<file path="config.mk">
export PLATFORM = sky130hd
export DESIGN_NAME = zeroheti_obi_arbiter
export DESIGN_NICKNAME = d
export VERILOG_FILES = /design/src/rtl/zeroheti_pkg.sv /design/src/rtl/zeroheti_arb_id_fifo.sv /design/src/rtl/zeroheti_obi_arbiter.sv
export SDC_FILE = /design/constraint.sdc
export NUM_CORES = 1
export LEC_CHECK = 0
export BUFFER_PORTS_ARGS = -buffer_cell sky130_fd_sc_hd__buf_2
export CAP_MARGIN = 25
export CORE_AREA = 2 2 139 141
export DETAILED_ROUTE_END_ITERATION = 10
export DIE_AREA = 0 0 141 143
export PLACE_DENSITY = 0.49
export RECOVER_POWER = 50
export SLEW_MARGIN = 20
export SYNTH_ARGS = -nofsm -noshare
export SYNTH_HDL_FRONTEND = slang
export SYNTH_SLANG_ARGS = --single-unit
</file>
<file path="constraint.sdc">
create_clock -name clk_i -period 9.22 [get_ports clk_i]
set_input_delay 1.383 -clock clk_i [delete_from_list [all_inputs] [get_ports clk_i]]
set_output_delay 1.383 -clock clk_i [all_outputs]
set_load 0.005 [all_outputs]
</file>
<file path="src/rtl/zeroheti_pkg.sv">
// Shared definitions for the zeroheti OBI arbiter slice: default sizes and
// the manager-index type used for routing responses.
package zeroheti_pkg;

    localparam int unsigned ArbDefaultNumMgr   = 3;
    localparam int unsigned ArbDefaultMaxTrans = 2;

    // Index width for n managers; never narrower than one bit.
    function automatic int unsigned arb_idx_width(input int unsigned n);
        return (n > 1) ? $clog2(n) : 1;
    endfunction

    localparam int unsigned ArbIdxWidth = arb_idx_width(ArbDefaultNumMgr);

    typedef logic [ArbIdxWidth-1:0] arb_idx_t;

endpackage

</file>
<file path="src/rtl/zeroheti_arb_id_fifo.sv">
// Small FIFO that remembers which manager owns each outstanding transaction.
// The head entry is read combinationally so responses route in the same cycle.
module zeroheti_arb_id_fifo #(
    parameter int unsigned Depth = 2,
    parameter int unsigned Width = 2,
    parameter int unsigned CntW  = $clog2(Depth + 1)
) (
    input  logic             clk_i,
    input  logic             rst_ni,
    input  logic             push_i,
    input  logic [Width-1:0] data_i,
    input  logic             pop_i,
    output logic [Width-1:0] data_o,
    output logic             full_o,
    output logic             empty_o,
    output logic [CntW-1:0]  count_o
);

    localparam int unsigned PtrW = (Depth > 1) ? $clog2(Depth) : 1;

    logic [Width-1:0] mem_q [Depth];
    logic [PtrW-1:0]  wr_ptr_q, rd_ptr_q;
    logic [CntW-1:0]  count_q;
    logic             do_push, do_pop;

    assign full_o  = (count_q == CntW'(Depth));
    assign empty_o = (count_q == '0);
    assign count_o = count_q;
    assign data_o  = mem_q[rd_ptr_q];

    // Overflowing pushes and underflowing pops are ignored.
    assign do_push = push_i & ~full_o;
    assign do_pop  = pop_i & ~empty_o;

    // Pointers wrap at Depth so non-power-of-two depths work.
    always_ff @(posedge clk_i or negedge rst_ni) begin
        if (!rst_ni) begin
            wr_ptr_q <= '0;
            rd_ptr_q <= '0;
            count_q  <= '0;
        end else begin
            if (do_push) begin
                wr_ptr_q <= (wr_ptr_q == PtrW'(Depth - 1)) ? '0 : wr_ptr_q + PtrW'(1);
            end
            if (do_pop) begin
                rd_ptr_q <= (rd_ptr_q == PtrW'(Depth - 1)) ? '0 : rd_ptr_q + PtrW'(1);
            end
            if (do_push && !do_pop) begin
                count_q <= count_q + CntW'(1);
            end else if (do_pop && !do_push) begin
                count_q <= count_q - CntW'(1);
            end
        end
    end

    // Entry storage, written at the tail.
    always_ff @(posedge clk_i or negedge rst_ni) begin
        if (!rst_ni) begin
            for (int i = 0; i < int'(Depth); i++) begin
                mem_q[i] <= '0;
            end
        end else if (do_push) begin
            mem_q[wr_ptr_q] <= data_i;
        end
    end

endmodule

</file>
<file path="src/rtl/zeroheti_obi_arbiter.sv">
// Round-robin N-to-1 OBI arbiter. A stalled request is held on its manager
// until granted; responses are routed back in order through an ID FIFO.
// Optional per-manager stall counters: define ZEROHETI_ARB_STALL_CNT_EN.
module zeroheti_obi_arbiter
    import zeroheti_pkg::*;
#(
    parameter int unsigned NumMgr    = ArbDefaultNumMgr,
    parameter int unsigned MaxTrans  = ArbDefaultMaxTrans,
    parameter int unsigned AddrWidth = 32,
    parameter int unsigned DataWidth = 32,
    parameter int unsigned CntWidth  = 16
) (
    input  logic                                  clk_i,
    input  logic                                  rst_ni,
    input  logic [NumMgr-1:0]                     sbr_req_i,
    input  logic [NumMgr-1:0][AddrWidth-1:0]      sbr_addr_i,
    input  logic [NumMgr-1:0]                     sbr_we_i,
    input  logic [NumMgr-1:0][DataWidth/8-1:0]    sbr_be_i,
    input  logic [NumMgr-1:0][DataWidth-1:0]      sbr_wdata_i,
    output logic [NumMgr-1:0]                     sbr_gnt_o,
    output logic [NumMgr-1:0]                     sbr_rvalid_o,
    output logic [DataWidth-1:0]                  sbr_rdata_o,
    output logic                                  sbr_err_o,
    output logic                                  mgr_req_o,
    input  logic                                  mgr_gnt_i,
    output logic [AddrWidth-1:0]                  mgr_addr_o,
    output logic                                  mgr_we_o,
    output logic [DataWidth/8-1:0]                mgr_be_o,
    output logic [DataWidth-1:0]                  mgr_wdata_o,
    input  logic                                  mgr_rvalid_i,
    input  logic [DataWidth-1:0]                  mgr_rdata_i,
    input  logic                                  mgr_err_i
`ifdef ZEROHETI_ARB_STALL_CNT_EN
    ,
    output logic [NumMgr-1:0][CntWidth-1:0]       stall_cnt_o
`endif
);

    localparam int unsigned IdxW     = arb_idx_width(NumMgr);
    localparam int unsigned FifoCntW = $clog2(MaxTrans + 1);

    logic [IdxW-1:0]     rr_ptr_q, rr_ptr_d;
    logic [IdxW-1:0]     hold_idx_q, hold_idx_d;
    logic                hold_q, hold_d;
    logic [IdxW-1:0]     rr_winner, winner;
    logic                rr_found;
    logic                handshake;
    logic                fifo_full, fifo_empty;
    logic [IdxW-1:0]     fifo_head;
    logic [FifoCntW-1:0] fifo_count;

    // First requester at or after rr_ptr, searching upward with wrap.
    always_comb begin
        rr_winner = rr_ptr_q;
        rr_found  = 1'b0;
        for (int unsigned i = 0; i < NumMgr; i++) begin
            int unsigned cand;
            cand = int'(rr_ptr_q) + i;
            if (cand >= NumMgr) begin
                cand = cand - NumMgr;
            end
            if (!rr_found && sbr_req_i[IdxW'(cand)]) begin
                rr_winner = IdxW'(cand);
                rr_found  = 1'b1;
            end
        end
    end

    // A presented but ungranted request must stay on the same manager.
    assign winner    = hold_q ? hold_idx_q : rr_winner;
    // Full is judged on the registered count, so a same-cycle pop never frees a slot early.
    assign mgr_req_o = (|sbr_req_i) & ~fifo_full;
    assign handshake = mgr_req_o & mgr_gnt_i;

    // Request mux, grant steering and response routing.
    always_comb begin
        mgr_addr_o   = '0;
        mgr_we_o     = 1'b0;
        mgr_be_o     = '0;
        mgr_wdata_o  = '0;
        sbr_gnt_o    = '0;
        sbr_rvalid_o = '0;
        if (mgr_req_o) begin
            mgr_addr_o        = sbr_addr_i[winner];
            mgr_we_o          = sbr_we_i[winner];
            mgr_be_o          = sbr_be_i[winner];
            mgr_wdata_o       = sbr_wdata_i[winner];
            sbr_gnt_o[winner] = mgr_gnt_i;
        end
        if (mgr_rvalid_i && !fifo_empty) begin
            sbr_rvalid_o[fifo_head] = 1'b1;
        end
    end

    assign sbr_rdata_o = mgr_rdata_i;
    assign sbr_err_o   = mgr_err_i;

    // Next-state for round-robin pointer and hold tracking.
    always_comb begin
        rr_ptr_d   = rr_ptr_q;
        hold_d     = hold_q;
        hold_idx_d = hold_idx_q;
        if (handshake) begin
            rr_ptr_d = (winner == IdxW'(NumMgr - 1)) ? '0 : winner + IdxW'(1);
            hold_d   = 1'b0;
        end else if (mgr_req_o) begin
            hold_d     = 1'b1;
            hold_idx_d = winner;
        end
    end

    // Arbitration state registers.
    always_ff @(posedge clk_i or negedge rst_ni) begin
        if (!rst_ni) begin
            rr_ptr_q   <= '0;
            hold_q     <= 1'b0;
            hold_idx_q <= '0;
        end else begin
            rr_ptr_q   <= rr_ptr_d;
            hold_q     <= hold_d;
            hold_idx_q <= hold_idx_d;
        end
    end

    zeroheti_arb_id_fifo #(
        .Depth (MaxTrans),
        .Width (IdxW),
        .CntW  (FifoCntW)
    ) i_id_fifo (
        .clk_i   (clk_i),
        .rst_ni  (rst_ni),
        .push_i  (handshake),
        .data_i  (winner),
        .pop_i   (mgr_rvalid_i),
        .data_o  (fifo_head),
        .full_o  (fifo_full),
        .empty_o (fifo_empty),
        .count_o (fifo_count)
    );

`ifdef ZEROHETI_ARB_STALL_CNT_EN
    // Per-manager saturating count of cycles spent requesting without a grant.
    for (genvar gi = 0; gi < NumMgr; gi++) begin : g_stall_cnt
        logic [CntWidth-1:0] cnt_q;
        always_ff @(posedge clk_i or negedge rst_ni) begin
            if (!rst_ni) begin
                cnt_q <= '0;
            end else if (sbr_req_i[gi] && !sbr_gnt_o[gi] && (cnt_q != '1)) begin
                cnt_q <= cnt_q + CntWidth'(1);
            end
        end
        assign stall_cnt_o[gi] = cnt_q;
    end
`else
    logic [CntWidth-1:0] unused_cnt;
    assign unused_cnt = '0;
`endif

    logic [FifoCntW-1:0] unused_fifo_count;
    assign unused_fifo_count = fifo_count;

`ifndef SYNTHESIS
    // A response with nothing outstanding is a subordinate protocol error.
    rvalid_needs_outstanding: assert property (
        @(posedge clk_i) disable iff (!rst_ni) mgr_rvalid_i |-> !fifo_empty
    );
`endif

endmodule
</file>
======== Word-level counts from Yosys, hierarchy flattened ========
Index checks and enable logic that the tools add are counted.
storage, ports and cells
  bits in registers ....................... 13
  logic and storage cells ................. 107
cells by class
  add/sub/neg operators ................... 10
  order comparisons ....................... 13
  eq/ne operators ......................... 2
  muxes and demuxes ....................... 46
  bitwise logic cells ..................... 10
  reductions and logical operators ........ 18
operator list
  kind                   number
  $bmux W32 S2           2
  $mux W32               4
  $mux W2                14
  $lt A2 B3 Y1 const B   5
  $mux W1                13
  $bmux W1 S2            4
  $bmux W4 S2            1
  $logic_and A1 B1 Y1    8
  $mux W4                2
  $ge A2 B2 Y1 const B   3
  $ge A3 B2 Y1 const B   2
  $mux W3                2
  $sub A2 B2 Y2 const B  3
  $logic_not A1 Y1       5
  $add A2 B1 Y2 const B  2
  $and A1 B1 Y1          4
  $bwmux W4              1
  $demux W1 S2           2
  $eq A2 B2 Y1 const B   2
  $ge A2 B1 Y1 const B   2
  $not A1 Y2             2
  $reduce_bool A2 Y1     2
  $add A2 B1 Y3 const B  1
  $add A2 B2 Y3 const B  1
  9 further kinds        12

======== Depth between registers and ports, before layout ========
  depth in word-level cells ............... 18
  gate-level depth with buffers ........... 12
  gate-level depth less buffers ........... 9

======== Hierarchy ========
Synthesis repeated with hierarchy kept, for this count alone.
unflattened totals
  cells, all modules ...................... 301
  area total of the unflattened synthesis .. 2692.6 µm²
by module, submodules not included
  module                times used  cells each  area each (µm²)  sequential area each (µm²)
  zeroheti_obi_arbiter  1           273         2292.2           125.1
  zeroheti_arb_id_fifo  1           28          400.4            200.2

======== Worst setup path after synthesis ========
No wires, ideal clock.
  path type ............................... input-to-output
  start ................................... input port sbr_req_i[1]
  end ..................................... output port mgr_addr_o[0]
  data arrival time ....................... 3293 ps
  data required time ...................... 7837 ps
  setup slack ............................. 4544 ps
  cell stages on the path ................. 10
  cells stage by stage .................... buf_2 > mux2_4 > a221oi_4 > nor4b_4 > nor2_1 > a32oi_1 > buf_6 > buf_12 > mux2i_1 > o2bb2ai_2
between the ends
  word-level cells in the longest chain between the ends .. 13
  elaborated cells between the ends (all ways) .. 21
  those cells by class .................... mux: 15; bitwise: 1; reduce/logical: 5
ends and longest elaborated chain
  what                            line                        source
  start: declaration              zeroheti_obi_arbiter.sv:15  input logic [NumMgr-1:0] sbr_req_i,
  $bmux W1 S2                     zeroheti_obi_arbiter.sv:62  if (!rr_found && sbr_req_i[IdxW'(cand)]) begin
  $mux W1 (not written as such)   zeroheti_obi_arbiter.sv:62
  $mux W1                         zeroheti_obi_arbiter.sv:62
  $logic_not A1 Y1                zeroheti_obi_arbiter.sv:62
  $logic_and A1 B1 Y1             zeroheti_obi_arbiter.sv:62
  $mux W1                         zeroheti_obi_arbiter.sv:62
  $logic_not A1 Y1                zeroheti_obi_arbiter.sv:62
  $logic_and A1 B1 Y1             zeroheti_obi_arbiter.sv:62
  $mux W2                         zeroheti_obi_arbiter.sv:62
  $mux W2                         zeroheti_obi_arbiter.sv:70  assign winner = hold_q ? hold_idx_q : rr_winner;
  $bmux W32 S2                    zeroheti_obi_arbiter.sv:84  mgr_addr_o = sbr_addr_i[winner];
  $mux W32 (not written as such)  zeroheti_obi_arbiter.sv:84
  $mux W32 (*)                    zeroheti_obi_arbiter.sv:83  if (mgr_req_o) begin
  end: declaration                zeroheti_obi_arbiter.sv:26  output logic [AddrWidth-1:0] mgr_addr_o,
Every way passes the cells marked *; elsewhere a longest branch is shown, timed or not. The select of a mux whose other input is x is not followed.

======== Final worst setup path ========
  start ................................... input port sbr_req_i[1]
  end ..................................... output port mgr_addr_o[2]
The elaborated chain is that of the path after synthesis.

==> flow_metrics.py <==
metrics = {
    "run_status": {
        "status": "finished, final reports clean",
    },
    "critical_path": {
        "slowest_stage": "buf_4",
        "critPathMaxStageDelay_ns": 0.55,
        "r2r_slack_ns": 5.67,
        "crit_family": "compound AO/OA/AOI/OAI gates",
        "cp.required_ns": 7.84,
        "crit_path_end_kind": "primary output",
        "critPathLaunch": "sbr_req_i[1]",
        "cp-start-kind": "primary input",
        "cp_cell_sequence": "clkbuf_1 > mux2_1 > a221oi_1 > nor4b_1 > o21ai_0 > a32oi_4 > buf_4 > mux2i_1 > o2bb2ai_2 > buf_2",
        "r2r_end": "rr_ptr_q[0]$_DFFE_PN0N_",
        "arrival_ns": 4.70,
        "reg2reg_from": "rr_ptr_q[0]$_DFFE_PN0N_",
        "cp.buffers_inverters": 3,
        "path_class": "in2out",
        "crit_path_max_fanout": 37,
        "ff2ff_path_depth": 9,
    },
    "synthesis": {
        "ys_types": 44,
        "synth_area_per_cell_um2": 10.2,
        "synth_warnings": 0,
        "synth_top_area_cell": "o2bb2ai_2",
        "synth.area.top_cells": "o2bb2ai_2 31%, mux2i_1 22%, dfrtp_1 10%",
        "yosysSeqAreaShare": 0.101,
        "syn_inst": 315,
        "synth-seq-cells": 13,
        "synthFlopType": "dfrtp_1",
        "ys_async_sr_fraction": 1.00,
        "synth-edff-count": 0,
        "syn_area_um2": 3230,
        "synth_fp_nets": 567,
        "synth_top_area_share": 0.312,
    },
    "detailed_routing": {
        "drc": 0,
        "drt_iter0_drc": 78,
        "vias": 3316,
        "avgRoutedWirePerCell_um": 16.4,
        "drtAntennaViolNets": 0,
        "vias_per_cell": 4.22,
        "postRouteWirelength_um": 12900,
        "drtPass1Iterations": 4,
    },
    "global_route": {
        "grt_pass1_vias": 3158,
        "grt_first_pass_wirelength_um": 18100,
        "grt_max_degree": 60,
        "antenna_found_initial": 2,
        "overflow": 0,
        "grtUsageTotal": 0.114,
    },
    "floorplanning": {
        "initial_utilization": 0.174,
        "io_pins": 356,
        "rows": 50,
        "die_w_um": 141,
        "die_area_um2": 20200,
        "fp.dieH_um": 143,
        "core_area_um2": 18600,
    },
    "layout": {
        "layout_common_cells": "280 x buf_2, 70 x mux2i_1, 67 x o2bb2ai_2",
        "layout-drive-gt1-share": 0.663,
        "nets": 805,
        "diodes": 0,
        "final_common_cell": "buf_2",
        "fill_cells": 2026,
        "stdcell_count": 786,
        "area_growth_pct": 41.6,
    },
    "timing": {
        "relSlewSlack": 0.320,
        "finalSetupViolCount": 0,
        "hold_viol": 0,
        "slew_violations": 0,
        "rsz0062_at_grt": "no",
        "min_period_over_period": 0.660,
        "tightest_slew_ns": 1.02,
        "clock-skew-final_ns": 0.000870,
        "period_needed_ns": 6.09,
        "fin_setup_tns_ns": 0,
        "max_freq_mhz": 164,
    },
    "clock_network": {
        "cts.sinks": 13,
        "cts_buffers": 3,
        "clockBufferDepth": 2,
        "htree_levels": 1,
        "holdBufCountCts": 0,
        "clock_latency_ns": 0.24,
        "post-cts-setup-buffer-count": 0,
        "cts_tree": "done",
        "clk_pin_slew_ns": 0.04,
        "ctsResizeCount": 0,
        "root_buffer": "clkbuf_16",
    },
    "power_and_ir_drop": {
        "ir_drop_uv": 245,
        "p_leak_nw": 2.19,
        "finalPower_mw": 1.70,
        "p_per_area_nw_per_um2": 372,
    },
    "place": {
        "placed_cells": 782,
        "place_congestion": 0.730,
        "io_buffers": 289,
        "dp_hpwl_um": 10900,
    },
    "hold_path": {
        "min_path_type": "reg2reg",
        "hold_path_depth": 1,
        "min_to": "i_id_fifo.count_o[1]$_DFFE_PN0P_",
        "worstHoldStart": "i_id_fifo.count_o[1]$_DFFE_PN0P_",
    },
    "job": {
        "drv_cap": 0,
    },
}
## power by group
part	switching [mW]	internal (mW)	leakage, nW	total (mW)
Clock	0.0235	0.0583	0.0382	0.0818
Sequential	0.0321	0.0859	0.156	0.118
Combinational	0.823	0.675	1.99	1.50
Total	0.878	0.819	2.19	1.70
## cell families after synthesis
family / after synthesis / share of synthesized area
xor gates and xnor gates: 5 / 0.0136
buffers and inverters: 68 / 0.163
muxes: 74 / 0.232
AOI/OAI and AO/OA: 103 / 0.396
and+or+nand+nor: 47 / 0.0744
adders and majority gates: 5 / 0.0194
DFF: 13 / 0.101
## synthesized netlist by cell type, types with 2 or more instances
master	count
ha_1	5
mux2_2	3
a21o_1	2
mux2i_1	70
o2bb2ai_2	67
dfrtp_1	13
buf_6	2
buf_4	35
inv_1	8
nand2b_1	4
o21ai_0	7
nor2_1	15
o2bb2ai_1	2
nand2_1	12
o21ai_1	2
xor2_1	2
nor2b_1	5
nor3_1	5
buf_2	9
clkbuf_1	6
a21oi_1	7
buf_12	7
a32oi_1	3
o211ai_1	2
xnor2_1	3
## layout make-up
class	count	area, µm²	share of cell area
Sequential cell	13	325	0.0712
Clock buffer	4	78.8	0.0173
Timing Repair Buffer	293	1470	0.322
Inverter	8	30.0	0.00657
Multi-Input combinational cell	234	2370	0.519
Tap cell	234	293	0.0641
## worst register-to-register path, cell delays in order (launching register included)
cell and delay [ns]:
dfrtp_1 0.39, inv_1 0.09, ha_1 0.48, mux2_1 0.36
a221oi_1 0.47, nor4b_1 0.47, o21ai_0 0.24, a32oi_4 0.24
buf_4 0.50, o31ai_1 0.17
## through the flow
stage          worst slack, ns  hold slack [ns]  instance area [µm²]   util
3_5_place_dp              3.60            0.498                 4530  0.244
6_report                  3.13            0.513                 4570  0.246
3_3_place_gp              3.65            0.487                 4530  0.244
4_1_cts                   3.59            0.508                 4610  0.248
5_1_grt                   2.94            0.529                 4570  0.246
2_1_floorplan             4.54            0.465                 3230      -
## flip-flops by register name, indices dropped and copies added (netlist names)
signal	cells
hold_idx_q	2
i_id_fifo.rd_ptr_q	1
i_id_fifo.mem_q	4
rr_ptr_q	2
hold_q	1
i_id_fifo.wr_ptr_q	1
i_id_fifo.count_o	2
## worst max path at each step
| stage | cells after the start | to | slack (ns) |
|---|---|---|---|
| 2_1_floorplan | 10 | mgr_addr_o[0] | 4.54 |
| 3_3_place_gp | 10 | mgr_we_o | 3.65 |
| 3_5_place_dp | 10 | mgr_we_o | 3.60 |
| 4_1_cts | 10 | mgr_we_o | 3.59 |
| 5_1_grt | 10 | mgr_addr_o[2] | 2.94 |
| 6_report | 10 | mgr_addr_o[2] | 3.13 |
## routing by layer
metal / wire length (µm) / track usage
met2: 6430 / 0.198
met5: 23 / 0
met3: 1050 / 0.0295
met4: 119 / 0.0179
met1: 5290 / 0.145
(Power assumes the default switching activity.)
